File: src/rtl/coin_acceptor.sv
// Coin slot front end: synchronizes and debounces the raw sensors, buffers detected coins, and emits c/a strobes.
// Optional running total of delivered cents is enabled by defining COIN_ACCEPTOR_TOTAL_EN.
module coin_acceptor #(
    parameter int          DEBOUNCE   = 4,
    parameter int          FIFO_DEPTH = 4,
    parameter int          GAP        = 1,
    parameter logic [7:0]  NICKEL     = 8'd5,
    parameter logic [7:0]  DIME       = 8'd10,
    parameter logic [7:0]  QUARTER    = 8'd25
) (
    input  logic                          clk,
    input  logic                          rst,
    input  logic                          nickel_in,
    input  logic                          dime_in,
    input  logic                          quarter_in,
    input  logic                          accept_en,
`ifdef COIN_ACCEPTOR_TOTAL_EN
    input  logic                          clear_total,
    output logic [15:0]                   total,
`endif
    output logic                          c,
    output logic [7:0]                    a,
    output logic                          reject,
    output logic [$clog2(FIFO_DEPTH):0]   fifo_level
);

    localparam int              AW     = $clog2(FIFO_DEPTH);
    localparam logic [3:0]      DB_MAX = 4'(DEBOUNCE);
    localparam logic [3:0]      GAP_LD = 4'(GAP);
    localparam logic [AW:0]     DEPTH  = (AW + 1)'(FIFO_DEPTH);

    typedef enum logic [1:0] {
        S_IDLE,
        S_PULSE,
        S_GAP
    } state_t;

    state_t         state, state_next;
    logic [2:0]     raw;
    logic [2:0]     sync_a, sync_b;
    logic [3:0]     db_cnt [3];
    logic [2:0]     det;
    logic           cand_valid;
    logic           multi;
    logic [7:0]     cand_value;
    logic           push, pop;
    logic           full, empty;
    logic           reject_next;
    logic           c_next;
    logic [7:0]     a_next;
    logic [3:0]     gap_cnt, gap_next;
    logic [AW-1:0]  wr_ptr, rd_ptr;
    logic [AW:0]    level;
    logic [7:0]     mem [FIFO_DEPTH];

    assign raw = {quarter_in, dime_in, nickel_in};

    always_ff @(posedge clk or posedge rst) begin
        if (rst) begin
            sync_a <= '0;
            sync_b <= '0;
        end else begin
            sync_a <= raw;
            sync_b <= sync_a;
        end
    end

    // Counters saturate at DB_MAX, so each high level detects exactly once.
    always_ff @(posedge clk or posedge rst) begin
        if (rst) begin
            for (int unsigned ch = 0; ch < 3; ch++) begin
                db_cnt[ch] <= '0;
            end
        end else begin
            for (int unsigned ch = 0; ch < 3; ch++) begin
                if (!sync_b[ch]) begin
                    db_cnt[ch] <= '0;
                end else if (db_cnt[ch] != DB_MAX) begin
                    db_cnt[ch] <= db_cnt[ch] + 4'd1;
                end
            end
        end
    end

    always_comb begin
        for (int unsigned ch = 0; ch < 3; ch++) begin
            det[ch] = sync_b[ch] && (db_cnt[ch] == DB_MAX - 4'd1);
        end
    end

    always_comb begin
        cand_valid = |det;
        multi      = (det[0] & det[1]) | (det[0] & det[2]) | (det[1] & det[2]);
        if (det[2]) begin
            cand_value = QUARTER;
        end else if (det[1]) begin
            cand_value = DIME;
        end else begin
            cand_value = NICKEL;
        end
    end

    assign full  = (level == DEPTH);
    assign empty = (level == '0);

    // A pop on the same edge frees the slot, so a full buffer can still take a coin.
    assign push        = cand_valid && accept_en && (!full || pop);
    assign reject_next = multi || (cand_valid && !push);

    always_ff @(posedge clk or posedge rst) begin
        if (rst) begin
            wr_ptr <= '0;
            rd_ptr <= '0;
            level  <= '0;
        end else begin
            if (push) begin
                wr_ptr <= wr_ptr + AW'(1);
            end
            if (pop) begin
                rd_ptr <= rd_ptr + AW'(1);
            end
            unique case ({push, pop})
                2'b10:   level <= level + (AW + 1)'(1);
                2'b01:   level <= level - (AW + 1)'(1);
                default: level <= level;
            endcase
        end
    end

    always_ff @(posedge clk) begin
        if (push) begin
            mem[wr_ptr] <= cand_value;
        end
    end

    assign fifo_level = level;

    always_ff @(posedge clk or posedge rst) begin
        if (rst) begin
            state   <= S_IDLE;
            c       <= 1'b0;
            a       <= '0;
            reject  <= 1'b0;
            gap_cnt <= '0;
        end else begin
            state   <= state_next;
            c       <= c_next;
            a       <= a_next;
            reject  <= reject_next;
            gap_cnt <= gap_next;
        end
    end

    always_comb begin
        state_next = state;
        c_next     = 1'b0;
        a_next     = a;
        gap_next   = gap_cnt;
        pop        = 1'b0;
        unique case (state)
            S_IDLE: begin
                if (!empty) begin
                    pop        = 1'b1;
                    a_next     = mem[rd_ptr];
                    c_next     = 1'b1;
                    state_next = S_PULSE;
                end
            end
            S_PULSE: begin
                gap_next   = GAP_LD;
                state_next = S_GAP;
            end
            S_GAP: begin
                if (gap_cnt <= 4'd1) begin
                    state_next = S_IDLE;
                end else begin
                    gap_next = gap_cnt - 4'd1;
                end
            end
            default: state_next = S_IDLE;
        endcase
    end

`ifdef COIN_ACCEPTOR_TOTAL_EN
    logic [16:0] total_sum;

    assign total_sum = {1'b0, total} + {9'd0, a};

    always_ff @(posedge clk or posedge rst) begin
        if (rst) begin
            total <= '0;
        end else if (clear_total) begin
            total <= '0;
        end else if (c) begin
            total <= total_sum[16] ? '1 : total_sum[15:0];
        end
    end
`endif

endmodule

File: config.mk
export PLATFORM = sky130hd
export DESIGN_NAME = coin_acceptor
export DESIGN_NICKNAME = d
export VERILOG_FILES = /design/src/rtl/coin_acceptor.sv
export SDC_FILE = /design/constraint.sdc
export NUM_CORES = 1
export LEC_CHECK = 0
export BUFFER_PORTS_ARGS = -buffer_cell sky130_fd_sc_hd__buf_2
export CAP_MARGIN = 10
export CELL_PAD_IN_SITES_DETAIL_PLACEMENT = 0
export CELL_PAD_IN_SITES_GLOBAL_PLACEMENT = 2
export CORE_MARGIN = 5
export CORE_UTILIZATION = 45
export CTS_BUF_LIST = sky130_fd_sc_hd__clkbuf_4
export DETAILED_ROUTE_END_ITERATION = 16
export PLACE_DENSITY_LB_ADDON = 0.1
export SYNTH_ARGS = -nofsm -noshare
export SYNTH_HDL_FRONTEND = slang
export SYNTH_SLANG_ARGS = --single-unit
export TNS_END_PERCENT = 50
File: constraint.sdc
create_clock -name clk -period 3.57 [get_ports clk]
set_input_delay 0.357 -clock clk [delete_from_list [all_inputs] [get_ports clk]]
set_output_delay 0.357 -clock clk [all_outputs]
set_load 0.005 [all_outputs]
Word level (Yosys, flattened, before mapping)
Memory sizes are Yosys's and may differ from the RTL's. A register that Yosys moved wholly into a read port is not among the register bits. Index checks and enable logic that the tools add are counted.

Register bits: 41. RAM bits: 20. Input bits: 6. Output and inout bits: 13. Word-level logic and storage cells: 82. Memories: 1.

Memories: mem (depth 4, width 5, read ports 1, clocked after memory_dff 1, write ports 1, line 54) `logic [7:0] mem [FIFO_DEPTH];`.

Add/sub/neg operators: 8. Magnitude comparators: 1. Eq/ne operators: 17. Muxes and demuxes: 18. Bitwise gates (word level): 6. Reduce and logical (&&, ||, !) cells: 18.

Operators with widths (number): $mux 4 (8); $add 4x1->4 const B (3); $eq 4x2->1 const B (3); $ne 4x3->1 const B (3); $pmux 4 s2 (1); $logic_and 1x1->1 (6); $ne 2x1->1 const B (3); $ne 2x2->1 const B (3); $pmux 2 s3 (1); $pmux 3 s2 (1); $reduce_and 2->1 (3); $mux 5 (1); $add 2x1->2 const B (2); $eq 2x1->1 const B (2); $eq 2x2->1 const B (2); $le 4x1->1 const B (1); $mux 1 (4); $mux 2 (2); $reduce_bool 2->1 (2); $sub 4x1->4 const B (1); $add 3x1->3 const B (1); $and 1x1->1 (3); $eq 3x3->1 const B (1); $logic_not 3->1 (1); 7 further kinds (10).

Depth between registers and ports, before layout
Gate-level depths: netlist of the first run.

Word-level depth: 8. Gate-level depth with buffers: 9.

Worst setup path after synthesis of the first run
No wires, ideal clock.

Kind: register to register. From: reg db_cnt[0] (netlist bit). To: reg level[1] (netlist: fifo_level[1]). Setup time: 0.128 ns. Data arrival time: 1.959 ns. Data required time: 3.442 ns. Slack: 1.484 ns. Stages on the path, launching flop included: 7. Path buffers: 0. Cells stage by stage: dfrtp_1 ha_1 and4bb_4 o31ai_2 and2_1 fa_1 mux2_1.

Longest elaborated chain between the ends: 7.

RTL lines: start, declared (line 41) `logic [3:0] db_cnt [3];`; start signal, assigned by index (line 79) `db_cnt[ch] <= db_cnt[ch] + 4'd1;`; $eq 4x2->1 * (line 87) `det[ch] = sync_b[ch] && (db_cnt[ch] == DB_MAX - 4'd1);`; $logic_and 1x1->1 * (line 87); $reduce_or 3->1 * (line 92) `cand_valid = |det;`; $logic_and 1x1->1 * (2 in series) (line 107) `assign push = cand_valid && accept_en && (!full || pop);`; $eq 2x1->1 or $eq 2x2->1 (tied branches) (line 122) `unique case ({push, pop})`; $pmux 3 s2 or $reduce_bool 2->1 (tied branches); end signal, assigned (line 123) `2'b10: level <= level + (AW + 1)'(1);`; end signal, assigned (line 124) `2'b01: level <= level - (AW + 1)'(1);`; end signal, assigned (line 125) `default: level <= level;`; end, declared (line 53) `logic [AW:0] level;`.

Mark *: on every way between the ends. The rest lies on a longest branch, timed or not. A chain may end at the register's enable or synchronous reset.

Worst setup path after layout of the first run
From: reg db_cnt[5] (netlist bit). To: reg level[2] (netlist: fifo_level[2]).

The elaborated chain is that of the path after synthesis.

==> results.yml, run 1 <==
clocking:
  cts_tree: "built"
  cts_root_buf: "clkbuf_4"
  clock_sinks: 58
  clock_path_buffers: 2
  postCtsSetupRepairBufs: 0
  cts_resized: 0
  clock_latency_ps: 390
  clkTransAtPathRegs_ps: 100
  holdBufCountCts: 0
  cts-buffers-inserted: 9
  h-tree-depth: 3
logic_synthesis:
  yosysMostFrequentCell: "dfrtp_1"
  synth_area_leader_cell: "dfrtp_1"
  synth.avg_cell_area_um2: 13.8
  yosys-top-cells-area: "dfrtp_1 36%, edfxtp_1 23%, ha_1 5.8%"
  ys_warn_count: 0
  synth-main-ff-cell: "dfrtp_1"
  syn_area_um2: 2610
  synthTopCellsByCount: "38 x dfrtp_1, 20 x edfxtp_1, 15 x inv_1"
  synth_cells: 189
  synth_cell_types: 43
  synth_top_area_share_pct: 36.4
  yosysSeqAreaShare_pct: 59.4
  synth_edf_count: 20
  yosys_register_bits: 58
  async_reset_ff_share_pct: 65.5
timing:
  fin_crit_sh_pct: 64.2
  hold_viol: 10
  slew_viol_final: 0
  fin_crit_ps: 2290
  fin_skew_ps: 5.18
  fmax_mhz: 436
  tightest_slew_ps: 626
  setup_tns_ps: 0
  rsz0062_at_grt: "false"
  slew_headroom_pct: 57.6
  whs_ps: -5.39
  setup_viol: 0
flow_run:
  cap_violations: 0
route:
  drc: 0
  drt-initial-drc-count: 41
  wl_per_cell_um: 14.6
  drt-total-wl_um: 4240
  vias: 1473
  viasPerCell: 5.08
  final_antenna_net_count: 0
  firstDrtPassIters: 4
floorplanning:
  die_h_um: 86.2
  row_count: 27
  dieWidth_um: 86.2
  dieArea_um2: 7420
  core_um2: 5570
  start_util_pct: 46.8
  ios: 19
status:
  violations: "negative hold slack"
  status: "finished, violations left"
global_route:
  grtUsageTotal_pct: 13.0
  grt_max_degree: 29
  antenna_found_initial: 0
  gr-total-overflow: 0
  grt_pass1_wl_um: 7320
  grt_pass1_vias: 1515
setup_path:
  crit_arrival_ps: 2610
  critical_path_class: "reg -> reg"
  end_kind: "flop"
  critPathRequiredTime_ps: 3890
  start_kind: "flop"
  path_max_fanout: 5
layout:
  final_layout_size_suffix_gt1_share_pct: 24.8
  nFillCells: 499
  final_nets: 232
  antenna_cells: 0
  area_growth_pct: 11.8
hold_path:
  min_path_type: "in -> async"
placed_design:
  hpwl_um: 3010
  place.port_buffers: 15
  gp_congestion: 0.763
power_and_ir_drop:
  power_leakage_nw: 1.24
  ir_drop_mv: 0.341
  power_density_nw_per_um2: 666
  power_mw: 1.94
[layout by cell type, fill, tap and decap left out, types with 3 or more instances in the layout]
cell type and n:
buf_2 15, nand2_1 3, mux2i_1 3, clkbuf_4 9, conb_1 3, nor2b_1 6, o21ai_0 5, nor3_1 3
nand2b_1 5, mux2_2 6, nand3_1 4, clkinv_2 3, nor2_1 6, dfrtp_1 38, a21oi_1 5, ha_1 12
nand3b_1 3, inv_1 15, mux4_2 5, a31oi_1 3, and2_1 9, xnor2_1 7, edfxtp_1 20
[worst max-delay path, cell delays in order, from the launching register on]
cell and delay, ps:
dfrtp_1 410, ha_1 210, and4bb_2 310, o31ai_2 110, and2_1 180, fa_1 380
and2_1 150, o311a_1 110, a32oi_1 210, xnor2_1 150
[path summary, 6_finish.rpt]
check	start	end	slack, ps	depth (start not counted)
setup / recovery	db_cnt[5]$_DFFE_PP0P_	fifo_level[2]$_DFFE_PP0P_	1280	9
hold / removal	rst	a[3]$_DFFE_PP0P_	-5	2
setup reg to reg	db_cnt[5]$_DFFE_PP0P_	fifo_level[2]$_DFFE_PP0P_	1280	9
hold reg to reg	sync_a[0]$_DFF_PP0_	sync_b[0]$_DFF_PP0_	370	0
max in group asynchronous	rst	fifo_level[2]$_DFFE_PP0P_	3020	3
min in group clk	dime_in	sync_a[1]$_DFF_PP0_	60	1
[per-layer routing]
metal / wire length (um) / global-route usage, %
met5: 0 / 0
met4: 59 / 5.61
met3: 215 / 5.09
met2: 2000 / 20.0
met1: 1970 / 16.1
[final cells by class]
type                            count  area, um^2  share of cell area (%)
Inverter                           15        56.3                    1.93
Multi-Input combinational cell    112         975                    33.4
Clock buffer                        9        67.6                    2.31
Tap cell                           72        90.1                    3.09
Sequential cell                    58        1550                    53.2
Timing Repair Buffer               17         110                    3.77
Clock inverter                      7        68.8                    2.36
[report_power, final]
part / total [mW] / leakage (nW) / internal (mW) / switching, mW
logic: 0.546 / 0.518 / 0.303 / 0.243
clock network: 0.460 / 0.0721 / 0.212 / 0.249
registers: 0.937 / 0.646 / 0.808 / 0.129
[state kept, by name, summed over array words and instances (netlist names), 3 cells and up]
register    cells
mem            20
db_cnt         12
a               5
gap_cnt         4
fifo_level      3
sync_a          3
sync_b          3
[stage by stage]
stage	worst slack, ps	utilization (%)	std cells	area, um^2
detailed placement	1280	49.4	273	2760
global placement	1330	49.4	273	2760
CTS	1240	51.9	289	2890
finish	1280	52.4	290	2920
global route	1090	52.4	290	2920
floorplan	1480	-	191	2620
[cells by family (layout without fill, tap and decap cells)]
family | Yosys count | in the layout | share of synthesized area, %
xor+xnor | 9 | 9 | 3.02
buf+inv | 21 | 48 | 3.50
simple gates | 47 | 47 | 11.6
compound gates | 24 | 24 | 6.66
mux | 16 | 16 | 9.06
fa+ha+maj | 13 | 13 | 6.52
flops | 58 | 58 | 59.4
other cells | 1 | 3 | 0.144
No activity file was read; power rests on OpenSTA's default activity.
==> run 2, diff against run 1 <==
--- a/config.mk
+++ b/config.mk
@@ -10,7 +10,7 @@
 export CELL_PAD_IN_SITES_DETAIL_PLACEMENT = 0
 export CELL_PAD_IN_SITES_GLOBAL_PLACEMENT = 2
 export CORE_MARGIN = 5
-export CORE_UTILIZATION = 45
+export CORE_UTILIZATION = 44
 export CTS_BUF_LIST = sky130_fd_sc_hd__clkbuf_4
 export DETAILED_ROUTE_END_ITERATION = 16
 export PLACE_DENSITY_LB_ADDON = 0.1
==> constraint.sdc (replaced) <==
create_clock -name clk -period 2.4 [get_ports clk]
set_input_delay 0.24 -clock clk [delete_from_list [all_inputs] [get_ports clk]]
set_output_delay 0.24 -clock clk [all_outputs]
set_load 0.005 [all_outputs]
==> results.yml, run 2 (synthesized netlist as in run 1, its figures left out) <==
status:
  status: "finished clean"
timing:
  fmax_mhz: 454
  slew_viol_final: 0
  setup_tns_ps: 0
  hold_viol: 0
  rsz0062_at_grt: "false"
  fin_skew_ps: 17.2
  fin_crit_sh_pct: 91.7
  setup_viol: 0
  tightest_slew_ps: 614
  fin_crit_ps: 2200
  slew_headroom_pct: 58.4
placed_design:
  hpwl_um: 3030
  dp_cells: 277
  dpl_cell_area_um2: 2770
  gp_congestion: 0.805
  place.port_buffers: 15
setup_path:
  crit_arrival_ps: 2500
  worst_r2r_path_depth: 6
  start_kind: "flop"
  critPathRequiredTime_ps: 2690
  critical_path_class: "reg -> reg"
  path_max_fanout: 9
  end_kind: "flop"
layout:
  area_growth_pct: 12.2
  antenna_cells: 0
  final_nets: 236
  largest_register: "mem"
  layout_common_cells: "38 x dfrtp_1, 20 x edfxtp_1, 15 x inv_1, 15 x buf_2, 12 x ha_1"
  largest_reg_flops: 20
  fin_util_pct: 50.1
  final_cells: 297
  final_common_cell: "dfrtp_1"
  final_layout_size_suffix_gt1_share_pct: 24.3
  post-route-cell-area_um2: 2930
  nFillCells: 508
  reg_top3: "mem x20, db_cnt x12, a x5"
hold_path:
  min_path_type: "in -> reg"
  whs_path_depth: 4
route:
  firstDrtPassIters: 4
  final_antenna_net_count: 0
  wl_per_cell_um: 14.3
  drc: 0
  vias: 1491
  drt-total-wl_um: 4240
  wl_met3_um: 185
  m1WireLength_um: 1930
  drt-initial-drc-count: 54
  top_layer: "met4"
  met2_length_um: 2030
  viasPerCell: 5.02
floorplanning:
  start_util_pct: 44.6
  core_um2: 5850
  die_h_um: 87.0
  dieArea_um2: 7570
  ios: 19
  dieWidth_um: 87.0
  row_count: 28
power_and_ir_drop:
  p_sw_uw: 948
  power_frac_clock_pct: 21.6
  p_sw_share_pct: 33.5
  seqPwrFrac_pct: 49.2
  p_int_mw: 1.88
  power_density_nw_per_um2: 966
  pwr-share-comb_pct: 29.2
  ir_drop_mv: 0.513
  power_leakage_nw: 1.24
global_route:
  antenna_found_initial: 0
  grt_pass1_vias: 1527
  grt_pass1_wl_um: 7230
  gr-total-overflow: 0
  grt_max_degree: 39
  grtUsageTotal_pct: 12.7
clocking:
  cts_resized: 0
  clock_latency_ps: 400
  h-tree-depth: 3
  postCtsSetupRepairBufs: 0
  cts_root_buf: "clkbuf_4"
  clkTransAtPathRegs_ps: 120
  cts_tree: "built"
  cts-buffers-inserted: 9
  clock_path_buffers: 2
  clock_sinks: 58
flow_run:
  cap_violations: 0
## run 2: changes by cell type in the layout (fill, tap and decap cells not counted)
cell,before,now
clkinv_4,0,3
bufinv_16,1,0
clkinv_2,3,1
buf_16,1,0
dlygate4sd3_1,0,4
buf_4,1,2
## run 2: repair_timing
action | in CTS | in global routing
setup endpoints to repair | 0 | 0
hold endpoints to repair | 41 | 0
hold buffers | 4 | 0
## run 2: final timing paths
check	slack (ps)	startpoint	to
min	280	accept_en	reject$_DFF_PP0_
min in group asynchronous	480	rst	state[0]$_DFFE_PP0P_
max in group asynchronous	1570	rst	db_cnt[10]$_DFFE_PP0P_
max reg2reg	200	db_cnt[0]$_DFFE_PP0P_	fifo_level[1]$_DFFE_PP0P_
min reg2reg	360	sync_a[2]$_DFF_PP0_	sync_b[2]$_DFF_PP0_
max	200	db_cnt[0]$_DFFE_PP0P_	fifo_level[1]$_DFFE_PP0P_
## run 2: critical path, cell delays in order (launching register included)
cell	delay, ps
dfrtp_1	420
ha_1	240
and4bb_4	250
o31ai_2	330
and2_1	190
fa_1	400
mux2_1	280
## run 2: area by class of cell
cell class / count / area (um^2) / area share [%]
Sequential cell: 58 / 1550 / 53.0
Multi-Input combinational cell: 112 / 975 / 33.3
Timing Repair Buffer: 21 / 130 / 4.44
Tap cell: 75 / 93.8 / 3.20
Clock buffer: 9 / 67.6 / 2.31
Inverter: 15 / 56.3 / 1.92
Clock inverter: 7 / 55.1 / 1.88
## run 2: layer usage
metal  GRT usage, %  vias to the layer above
li1               -                      726
met1           15.9                      733
met2           19.6                       24
met3           3.31                        8
met4           7.93                        0
met5              0                        -
## run 2: power by group through the flow
stage	registers [mW]	logic (mW)	clock network, mW
after floorplan	1.35	0.660	0
after global placement	1.41	0.795	0
after detailed placement	1.42	0.831	0
after CTS	1.40	0.839	0.635
after global routing	1.43	0.914	0.687
final	1.39	0.826	0.611
## run 2: stage by stage
stage | hold slack, ps | setup WS, ps | power [mW]
2_1_floorplan | 271 | 314 | 2.01
3_3_place_gp | 335 | 246 | 2.20
3_5_place_dp | 335 | 195 | 2.25
4_1_cts | 241 | 198 | 2.87
5_1_grt | 272 | 72.3 | 3.03
6_report | 279 | 198 | 2.83
